[src/rtl/serial_addsub_unit.sv]
// serial_addsub_unit: digit-serial adder/subtractor.
//   Accepts two WIDTH-bit operands and a mode (0 = A+B, 1 = A-B) in IDLE.
//   It processes DIGIT bits per cycle, LSB digit first, for WIDTH/DIGIT cycles.
//   It then presents the result in DONE until the consumer accepts it.
// Parameters: WIDTH (operand/result width), DIGIT (bits per cycle, divides WIDTH)
// Ports:
//   clk, rst_n         clock, synchronous active-low reset
//   in_valid, in_ready operand handshake (in_ready high only in IDLE)
//   a, b, mode         operands and operation select
//   out_valid, out_ready result handshake (out_valid high only in DONE)
//   result, cout, ovf, zero  result, carry out, signed overflow, result == 0
// Configuration macro: ADDSUB_SAT_EN enables signed saturation of an overflowed result.
module serial_addsub_unit #(
  parameter int unsigned WIDTH = 16,
  parameter int unsigned DIGIT = 4
) (
  input  logic             clk,
  input  logic             rst_n,
  input  logic             in_valid,
  output logic             in_ready,
  input  logic [WIDTH-1:0] a,
  input  logic [WIDTH-1:0] b,
  input  logic             mode,
  output logic             out_valid,
  input  logic             out_ready,
  output logic [WIDTH-1:0] result,
  output logic             cout,
  output logic             ovf,
  output logic             zero
);

  localparam int unsigned NDIG = WIDTH / DIGIT;
  localparam int unsigned CW   = (NDIG > 1) ? $clog2(NDIG) : 1;

  typedef enum logic [1:0] {IDLE, BUSY, DONE} state_t;

  state_t           state;
  logic [WIDTH-1:0] a_r;
  logic [WIDTH-1:0] b_r;
  logic             mode_r;
  logic             carry;
  logic [CW-1:0]    cnt;

  logic [DIGIT-1:0] a_dig;
  logic [DIGIT-1:0] b_dig;
  logic [DIGIT:0]   sum;
  logic             c_msb;
  logic             ovf_c;
  logic             last;
  logic [WIDTH-1:0] res_full;
  logic [WIDTH-1:0] res_fin;

  // One digit of the ripple: subtraction is A + ~B + 1, with the +1 seeded into carry.
  always_comb begin
    a_dig    = a_r[int'(cnt)*DIGIT +: DIGIT];
    b_dig    = b_r[int'(cnt)*DIGIT +: DIGIT] ^ {DIGIT{mode_r}};
    sum      = {1'b0, a_dig} + {1'b0, b_dig} + (DIGIT+1)'(carry);
    // Carry into the digit's top bit recovered from its sum bit (s = a ^ b ^ cin).
    c_msb    = sum[DIGIT-1] ^ a_dig[DIGIT-1] ^ b_dig[DIGIT-1];
    ovf_c    = c_msb ^ sum[DIGIT];
    last     = (cnt == CW'(NDIG - 1));
    res_full = result;
    res_full[int'(cnt)*DIGIT +: DIGIT] = sum[DIGIT-1:0];
    res_fin  = res_full;
`ifdef ADDSUB_SAT_EN
    // On overflow A and effective B share a sign; that sign picks the rail.
    if (last && ovf_c) begin
      res_fin = a_r[WIDTH-1] ? {1'b1, {(WIDTH-1){1'b0}}} : {1'b0, {(WIDTH-1){1'b1}}};
    end
`endif
  end

  // Control FSM with registered handshake and status outputs.
  always_ff @(posedge clk) begin
    if (!rst_n) begin
      state     <= IDLE;
      in_ready  <= 1'b1;
      out_valid <= 1'b0;
      result    <= '0;
      cout      <= 1'b0;
      ovf       <= 1'b0;
      zero      <= 1'b0;
      cnt       <= '0;
      carry     <= 1'b0;
      a_r       <= '0;
      b_r       <= '0;
      mode_r    <= 1'b0;
    end else begin
      case (state)
        IDLE: begin
          if (in_valid) begin
            a_r      <= a;
            b_r      <= b;
            mode_r   <= mode;
            carry    <= mode;
            cnt      <= '0;
            result   <= '0;
            cout     <= 1'b0;
            ovf      <= 1'b0;
            zero     <= 1'b0;
            in_ready <= 1'b0;
            state    <= BUSY;
          end
        end
        BUSY: begin
          result <= res_fin;
          carry  <= sum[DIGIT];
          if (last) begin
            cnt       <= '0;
            cout      <= sum[DIGIT];
            ovf       <= ovf_c;
            zero      <= (res_fin == '0);
            out_valid <= 1'b1;
            state     <= DONE;
          end else begin
            cnt <= cnt + CW'(1);
          end
        end
        DONE: begin
          // Always pass through IDLE so a new request waits one cycle.
          if (out_ready) begin
            out_valid <= 1'b0;
            in_ready  <= 1'b1;
            state     <= IDLE;
          end
        end
        default: begin
          state     <= IDLE;
          in_ready  <= 1'b1;
          out_valid <= 1'b0;
        end
      endcase
    end
  end

endmodule

[config.mk]
export PLATFORM = sky130hd
export DESIGN_NAME = serial_addsub_unit
export DESIGN_NICKNAME = d
export VERILOG_FILES = /design/src/rtl/serial_addsub_unit.sv
export SDC_FILE = /design/constraint.sdc
export NUM_CORES = 1
export LEC_CHECK = 0
export ABC_AREA = 1
export CAP_MARGIN = 25
export CORE_ASPECT_RATIO = 1.25
export CORE_MARGIN = 2
export CORE_UTILIZATION = 35
export DETAILED_ROUTE_END_ITERATION = 10
export GPL_TIMING_DRIVEN = 1
export PLACE_DENSITY = 0.62
export REMOVE_ABC_BUFFERS = 1
export SYNTH_ARGS = -nofsm -noshare
export SYNTH_HDL_FRONTEND = slang
export SYNTH_SLANG_ARGS = --single-unit
[constraint.sdc]
create_clock -name clk -period 3.5 [get_ports clk]
set_clock_uncertainty 0.05 [all_clocks]
set_input_delay 0.875 -clock clk [delete_from_list [all_inputs] [get_ports clk]]
set_output_delay 0.875 -clock clk [all_outputs]
set_load 0.02 [all_outputs]
==> results_dict.tcl, run 1 <==
set metrics [dict create \
    run_status "finished, final reports clean" \
    design_area_sq_um 4010 \
    synthArstFlopShare 0 \
    antenna_found_initial 0 \
    yosys_warnings 0 \
    ys_ff_latch 59 \
    cpMostUsedCell "nor2_1" \
    finalSetupTns_ns 0 \
    h-tree-depth 3 \
    avgSynthCellArea_sq_um 6.86 \
    die_height_um 109 \
    cp.arrival_ns 3.32 \
    relSlewSlack 0.483 \
    clkSinkCount 59 \
    timing.rr.start "cnt[0]" \
    wl_per_cell_um 11.6 \
    slew_violations 0 \
    finalCriticalPeriod_ns 3.11 \
    cpMaxStageDelayCell "dfxtp_1" \
    ys_seq_area_frac 0.385 \
    worstHoldPathType "register to register" \
    grt_max_degree 38 \
    path_cells "inv_6, o21ai_0, o22ai_1, xor2_1, fa_1, fa_1, nor2_1, a21boi_1, nand2_1, nor2_1, nand3_1, nor2_1, nand3_1, a21oi_2" \
    syn_area_sq_um 3070 \
    postRouteAntennaNets 0 \
    port_buffers 57 \
    yosysUniqueCellTypes 33 \
    slowest_delay_ns 0.58 \
    io_pins 58 \
    synth-edff-count 0 \
    insertedDiodeCount 0 \
    die_w_um 87.8 \
    yosysTopAreaCell "dfxtp_1" \
    power_density_nw_per_um2 498 \
    drt_iter0_drc 90 \
    worstHoldStart "in_ready" \
    hold_end "in_ready" \
    post_cts_buffers 0 \
    grt_util_all_layers 0.163 \
    cts_tree "built" \
    crit_path_start_kind "register" \
    fp.dieArea_sq_um 9550 \
    finalSetupViolations 0 \
    grt_pass1_wl_um 12200 \
    start_util 0.357 \
    via_per_inst 4.59 \
    hold_depth 2 \
    synth_area_leaders "dfxtp_1, nor2_1, nand2_1" \
    drt_pass1_iterations 4 \
    dp_hpwl_um 5410 \
    irDropWorstVdd_uv 223 \
    synth_commonest_cells "nor2_1, nand2_1, dfxtp_1" \
    r2r_slack_ns 0.39 \
    cts_hold_buf 0 \
    drive_gt1_frac 0.0868 \
    drc 0 \
    core_region_area_sq_um 8610 \
    place_area_sq_um 3740 \
    clock_latency_ns 0.34 \
    numCtsBuffers 9 \
    p_leak_nw 1.67 \
    criticalPathCategory "register to register" \
    num_rows 38 \
    r2r_cells 14 \
    area_delta_synth_final_pct 30.6 \
    worstPathRequired_ns 3.72 \
    endpoint_kind "register" \
    syn_inst 448 \
    cts_resized 0 \
    max_freq_ghz 0.322 \
    yosysMostFrequentCell "nor2_1" \
    cts_root_buf "clkbuf_8" \
    tightestPinTransition_ns 0.775 \
    cts.clk_slew.worst_paths_ns 0.06 \
    regToRegEndpoint "zero" \
    rsz0062_at_grt "no" \
    clk_path_buf_depth 2 \
    fin_crit_sh 0.888 \
    final_hold_viol_count 0 \
    finalNetCount 550 \
    drv_cap 0 \
    overflow 0 \
    synth_flop_cell "dfxtp_1" \
    crit_fanout 20 \
    first_global_vias 2713 \
    synth_top_cell_area_share 0.385 \
    routed_wl_um 7250 \
    dr_total_vias 2877 \
    place_congestion 0.896 \
]
==> worst max path at each step <==
stage                     startpoint  endpoint  slack (ns)  cells past startpoint
after floorplan               cnt[0]      zero        0.39                     14
after global placement        cnt[0]      zero        0.54                     14
after detailed placement      cnt[0]      zero        0.43                     14
after CTS                     cnt[0]      zero        0.42                     14
after global routing          cnt[0]      zero        0.13                     14
final                         cnt[0]      zero        0.39                     14
==> per-layer routing <==
| metal | global-route usage | up-vias | wire, um |
|---|---|---|---|
| li1 | - | 1530 | - |
| met1 | 0.191 | 1272 | 3220 |
| met2 | 0.282 | 59 | 3560 |
| met3 | 0.0439 | 16 | 285 |
| met4 | 0.0626 | 0 | 180 |
| met5 | 0 | - | 0 |
==> critical path: cells and delay by family (launching register included) <==
kind	cells	cell delay, ns
compound gates	4	0.60
flops	1	0.58
xor+xnor	1	0.16
fa+ha+maj	2	0.96
buf+inv	1	0.15
simple gates	6	0.53
==> power by group <==
| group | switching [mW] | total, mW | leakage, nW | internal, mW |
|---|---|---|---|---|
| Clock | 0.264 | 0.848 | 0.137 | 0.584 |
| Combinational | 0.245 | 0.411 | 1.05 | 0.166 |
| Sequential | 0.0279 | 0.741 | 0.484 | 0.713 |
==> sequential cells by signal, indices dropped and copies added (netlist names) <==
signal and cells:
a_r 16, b_r 16, carry 1, cnt 2, cout 1, in_ready 1, mode_r 1, out_valid 1
ovf 1, result 16, state 2, zero 1
==> placed cells by master, fill, tap and decap left out <==
cell	n
inv_6	1
a31oi_1	2
buf_4	6
nand2_1	91
dfxtp_1	59
fa_1	2
nor2_2	1
nor2_1	100
and2_4	1
inv_1	38
nand4_1	4
nand2_2	9
ha_1	9
a2bb2oi_1	2
clkbuf_1	1
o21a_1	1
clkdlybuf4s50_1	57
a32o_1	2
xor2_1	4
o22ai_1	4
bufinv_16	4
nand3_2	3
nand3b_1	1
xor2_2	2
a32oi_1	1
nand3_1	15
a21boi_1	2
inv_2	2
nor2_4	1
a21oi_1	22
o21ai_0	46
clkbuf_8	11
a21oi_2	3
==> metrics by stage <==
| stage | util | power [mW] | cells | setup slack, ns | hold slack (ns) |
|---|---|---|---|---|---|
| final | 0.466 | 2.00 | 627 | 0.392 | 0.415 |
| after global routing | 0.466 | 2.10 | 627 | 0.126 | 0.450 |
| after CTS | 0.466 | 2.02 | 627 | 0.418 | 0.420 |
| after detailed placement | 0.434 | 1.17 | 611 | 0.434 | 0.402 |
| after global placement | 0.434 | 1.17 | 611 | 0.536 | 0.392 |
| after floorplan | - | 1.03 | 428 | 0.393 | 0.399 |
==> cell families (layout without fill, tap and decap cells) <==
logic type               count (synthesis)  in the layout  synth area share
AND/OR/NAND/NOR                        226            226             0.305
AO/OA/AOI/OAI                           85             85             0.154
buffers and inverters                   61            120            0.0847
flip-flops                              59             59             0.385
adder cells (fa/ha/maj)                 11             11            0.0497
XOR/XNOR                                 6              6            0.0220
==> layout make-up <==
cell class / count / area (sq um)
tap: 120 / 150
clock buffer: 12 / 155
timing repair buffer: 63 / 616
clock inverter: 4 / 120
inverter: 41 / 159
multi-input combinational: 328 / 1630
sequential: 59 / 1180
fill: 894 / 4590
Note: power is estimated with default switching activity, not from simulation.
==> inputs of run 2 (changes only) <==
Settings changed: CORE_ASPECT_RATIO 1.25 to 1.4.
==> run 2 against run 1 <==
Critical path depth stayed put. Clock-buffer cell count decreased by 1. Register-to-register slack better by 0.06 ns. Final cell count down 2.2%. Clock power rose by 7.4%. Combinational power is essentially flat. Worst hold slack barely moved. Non-clock buffer count rose by 1. Final area grew 0.59%. Highest routed layer unchanged.
==> results_dict.tcl, run 2 (same netlist as run 1, synthesis figures left out) <==
set metrics [dict create \
    wl_met2_um 3850 \
    largestRegisters "a_r: 16 flops, b_r: 16 flops, result: 16 flops" \
    dr_total_vias 2940 \
    cts_root_buf "clkbuf_16" \
    drv_cap 0 \
    drt_iter0_drc 67 \
    post_cts_buffers 0 \
    overflow 0 \
    cts_resized 0 \
    worstPathRequired_ns 3.70 \
    io_pins 58 \
    design_area_sq_um 4040 \
    cpMostUsedCell "nor2_1" \
    clock_latency_ns 0.32 \
    port_buffers 57 \
    path_buf_inv 1 \
    first_global_vias 2870 \
    holdWs_ns 0.415 \
    core_region_area_sq_um 8560 \
    numCtsBuffers 9 \
    crit_path_start_kind "register" \
    relSlewSlack 0.505 \
    cpMaxStageDelayCell "dfxtp_1" \
    met3_length_um 242 \
    worstHoldPathType "register to register" \
    max_freq_ghz 0.328 \
    cts_tree "built" \
    num_rows 40 \
    p_total_mw 2.06 \
    die_height_um 115 \
    place_congestion 0.934 \
    finalSetupTns_ns 0 \
    final_cells 613 \
    p_leak_nw 1.68 \
    finalNetCount 551 \
    fin_crit_sh 0.872 \
    power_density_nw_per_um2 512 \
    via_per_inst 4.80 \
    wirelength_met1_um 3080 \
    insertedDiodeCount 0 \
    crit_fanout 20 \
    fp.dieArea_sq_um 9550 \
    area_delta_synth_final_pct 31.4 \
    rsz0062_at_grt "no" \
    slew_violations 0 \
    endpoint_kind "register" \
    postRouteAntennaNets 0 \
    start_util 0.359 \
    grt_max_degree 37 \
    final_hold_viol_count 0 \
    top_layer_used "met4" \
    wl_per_cell_um 11.9 \
    clk_path_buf_depth 2 \
    h-tree-depth 3 \
    grt_pass1_wl_um 12500 \
    cts_hold_buf 0 \
    finalSetupViolations 0 \
    timing.final.ws_setup_ns 0.449 \
    placed_cells 597 \
    irDropWorstVdd_uv 283 \
    criticalPathCategory "register to register" \
    cp.arrival_ns 3.25 \
    final_cell_mix "nor2_1, nand2_1, dfxtp_1" \
    dp_hpwl_um 5580 \
    finalCriticalPeriod_ns 3.05 \
    tightestPinTransition_ns 0.741 \
    routed_wl_um 7320 \
    drc 0 \
    clkSinkCount 59 \
    drive_gt1_frac 0.0866 \
    path_cells "inv_6, o21ai_0, o22ai_1, xor2_1, fa_1, fa_1, nor2_1, a21boi_1, nand2_1, nor2_1, nand3_1, nor2_1, nand3_1, a21oi_2" \
    drt_pass1_iterations 4 \
    die_w_um 83.2 \
    antenna_found_initial 0 \
    run_status "finished, final reports clean" \
    slowest_delay_ns 0.55 \
    grt_util_all_layers 0.160 \
    path_delay_family "adder cells" \
    cts.clk_slew.worst_paths_ns 0.05 \
    final_util 0.471 \
    place_area_sq_um 3720 \
    layout_commonest_cell "nor2_1" \
    dp_slack_ns 0.438 \
]
run 2: worst paths after layout:
path,startpoint,to,slack [ns],depth (start not counted)
max,cnt[0],zero,0.45,14
min,in_ready,in_ready,0.41,2
max reg2reg,cnt[0],zero,0.45,14
min reg2reg,in_ready,in_ready,0.41,2
run 2: layout make-up:
type                       instances  area, sq um
clock buffer                      11          233
clock inverter                     5         77.6
fill                             880         4520
inverter                          41          159
multi-input combinational        328         1630
sequential                        59         1180
tap                              105          131
timing repair buffer              64          623
run 2: worst reg2reg max path, delay by kind of cell (launching register included):
kind / cells / cell delay (ns)
fa+ha+maj: 2 / 0.94
simple gates: 6 / 0.50
buf+inv: 1 / 0.15
flops: 1 / 0.55
xor+xnor: 1 / 0.16
compound gates: 4 / 0.62
run 2: routing by layer:
| metal | global-route usage | vias to the layer above |
|---|---|---|
| met1 | 0.167 | 1334 |
| met4 | 0.0678 | 0 |
| met2 | 0.309 | 60 |
| met3 | 0.0352 | 12 |
| met5 | 0 | - |
| li1 | - | 1534 |
run 2: report_power, final:
| group | internal [mW] | total (mW) | switching (mW) |
|---|---|---|---|
| clock | 0.620 | 0.911 | 0.291 |
| sequential | 0.714 | 0.744 | 0.0297 |
| combinational | 0.166 | 0.409 | 0.243 |
| total | 1.50 | 2.06 | 0.564 |
==> inputs of run 3 (changes only) <==
Clock period 3.5 ns to 3 ns, I/O delays scaled along.
==> run 3 against run 2 <==
Clock power rose by 31%. Worst hold slack got worse by 0.0047 ns. Non-clock buffer count rose by 4. Sequential cell count did not move. First-iteration DRC count rose by 46%. Fmax rose by 8.5%. Global-route usage rose by 0.39 points. Final cell count rose by 0.65%. Total power rose by 24%. Critical path depth did not move. Highest routed layer unchanged.
==> results_dict.tcl, run 3 (same netlist as run 1, synthesis figures left out) <==
set metrics [dict create \
    run_status "finished, final reports clean" \
    postRouteAntennaNets 0 \
    max_freq_ghz 0.356 \
    relSlewSlack 0.669 \
    num_rows 40 \
    finalNetCount 555 \
    r2r_cells 14 \
    via_per_inst 4.82 \
    finalSetupViolations 0 \
    drt_iter0_drc 98 \
    layout_commonest_cell "nor2_1" \
    core_region_area_sq_um 8560 \
    power_density_nw_per_um2 623 \
    slowest_delay_ns 0.52 \
    final_util 0.479 \
    cts.clk_slew.worst_paths_ns 0.05 \
    die_height_um 115 \
    dr_total_vias 2977 \
    drt_pass1_iterations 4 \
    drv_cap 0 \
    cts_tree "built" \
    slew_violations 0 \
    final_cell_mix "nor2_1, nand2_1, dfxtp_1" \
    p_leak_nw 1.72 \
    hold_depth 2 \
    dp_slack_ns 0.181 \
    first_global_vias 2868 \
    irDropWorstVdd_uv 393 \
    tightestPinTransition_ns 0.495 \
    port_buffers 57 \
    nFillCells 894 \
    clock_latency_ns 0.33 \
    worstHoldPathType "register to register" \
    clkSinkCount 59 \
    fp.dieArea_sq_um 9550 \
    wl_per_cell_um 12.5 \
    drc 0 \
    cp.arrival_ns 3.02 \
    h-tree-depth 3 \
    crit_path_start_kind "register" \
    p_total_mw 2.56 \
    largestRegisters "a_r: 16 flops, b_r: 16 flops, result: 16 flops" \
    rsz0062_at_grt "no" \
    numCtsBuffers 9 \
    routed_wl_um 7730 \
    worstPathRequired_ns 3.21 \
    drive_gt1_frac 0.0996 \
    crit_fanout 7 \
    clk_path_buf_depth 2 \
    place_congestion 0.893 \
    cts_resized 0 \
    cpMaxStageDelayCell "fa_1" \
    cts_root_buf "clkbuf_16" \
    finalCriticalPeriod_ns 2.81 \
    antenna_found_initial 0 \
    start_util 0.359 \
    die_w_um 83.2 \
    io_pins 58 \
    cts_hold_buf 0 \
    overflow 0 \
    placed_cells 601 \
    dp_hpwl_um 5690 \
    path_cells "buf_4, nor2_1, o22ai_1, xor2_1, fa_1, fa_1, nor2_1, a21boi_1, nand2_1, nor2_1, nand3_1, nor2_1, nand3_1, a21oi_2" \
    fin_crit_sh 0.937 \
    criticalPathCategory "register to register" \
    grt_max_degree 37 \
    grt_pass1_wl_um 12600 \
    final_cells 617 \
    endpoint_kind "register" \
    final_hold_viol_count 0 \
    grt_util_all_layers 0.164 \
    area_delta_synth_final_pct 33.4 \
    timing.final.ws_setup_ns 0.189 \
    cpMostUsedCell "nor2_1" \
    insertedDiodeCount 0 \
    post_cts_buffers 0 \
]
[run 3: worst paths after layout]
kind,to,startpoint,slack (ns)
min,in_ready,in_ready,0.41
max reg2reg,zero,cnt[0],0.19
min reg2reg,in_ready,in_ready,0.41
max,zero,cnt[0],0.19
[run 3: power breakdown]
| part | internal (mW) | switching (mW) |
|---|---|---|
| Combinational | 0.200 | 0.298 |
| Clock | 0.831 | 0.364 |
| Sequential | 0.833 | 0.0304 |
[run 3: critical path, delay by kind of cell (launching register included)]
kind / cells / cell delay, ns
AOI/OAI and AO/OA: 3 / 0.43
xor gates and xnor gates: 1 / 0.16
adders and majority gates: 2 / 0.94
buffers and inverters: 1 / 0.16
DFF: 1 / 0.34
and+or+nand+nor: 7 / 0.65
[run 3: through the flow]
stage | hold slack (ns) | cell area, sq um | TNS, ns
2_1_floorplan | 0.399 | 2970 | -0.107
3_3_place_gp | 0.400 | 3750 | 0
3_5_place_dp | 0.404 | 3750 | 0
4_1_cts | 0.418 | 4100 | 0
5_1_grt | 0.433 | 4100 | 0
6_report | 0.410 | 4100 | 0
[run 3: final cells by class]
cell class,instances,area (sq um),area share
clock buffers,11,243,0.0592
well taps,105,131,0.0321
repair buffers,68,653,0.159
flip-flops and latches,59,1180,0.288
clock inverters,5,100,0.0244
multi-input cells,328,1630,0.398
inverters,41,159,0.0388
[run 3: per-layer routing]
metal / global-route usage / up-vias / part of all wire
met2: 0.312 / 71 / 0.53
li1: - / 1541 / -
met3: 0.0302 / 17 / 0.034
met1: 0.170 / 1348 / 0.41
met5: 0 / - / 0
met4: 0.0885 / 0 / 0.029
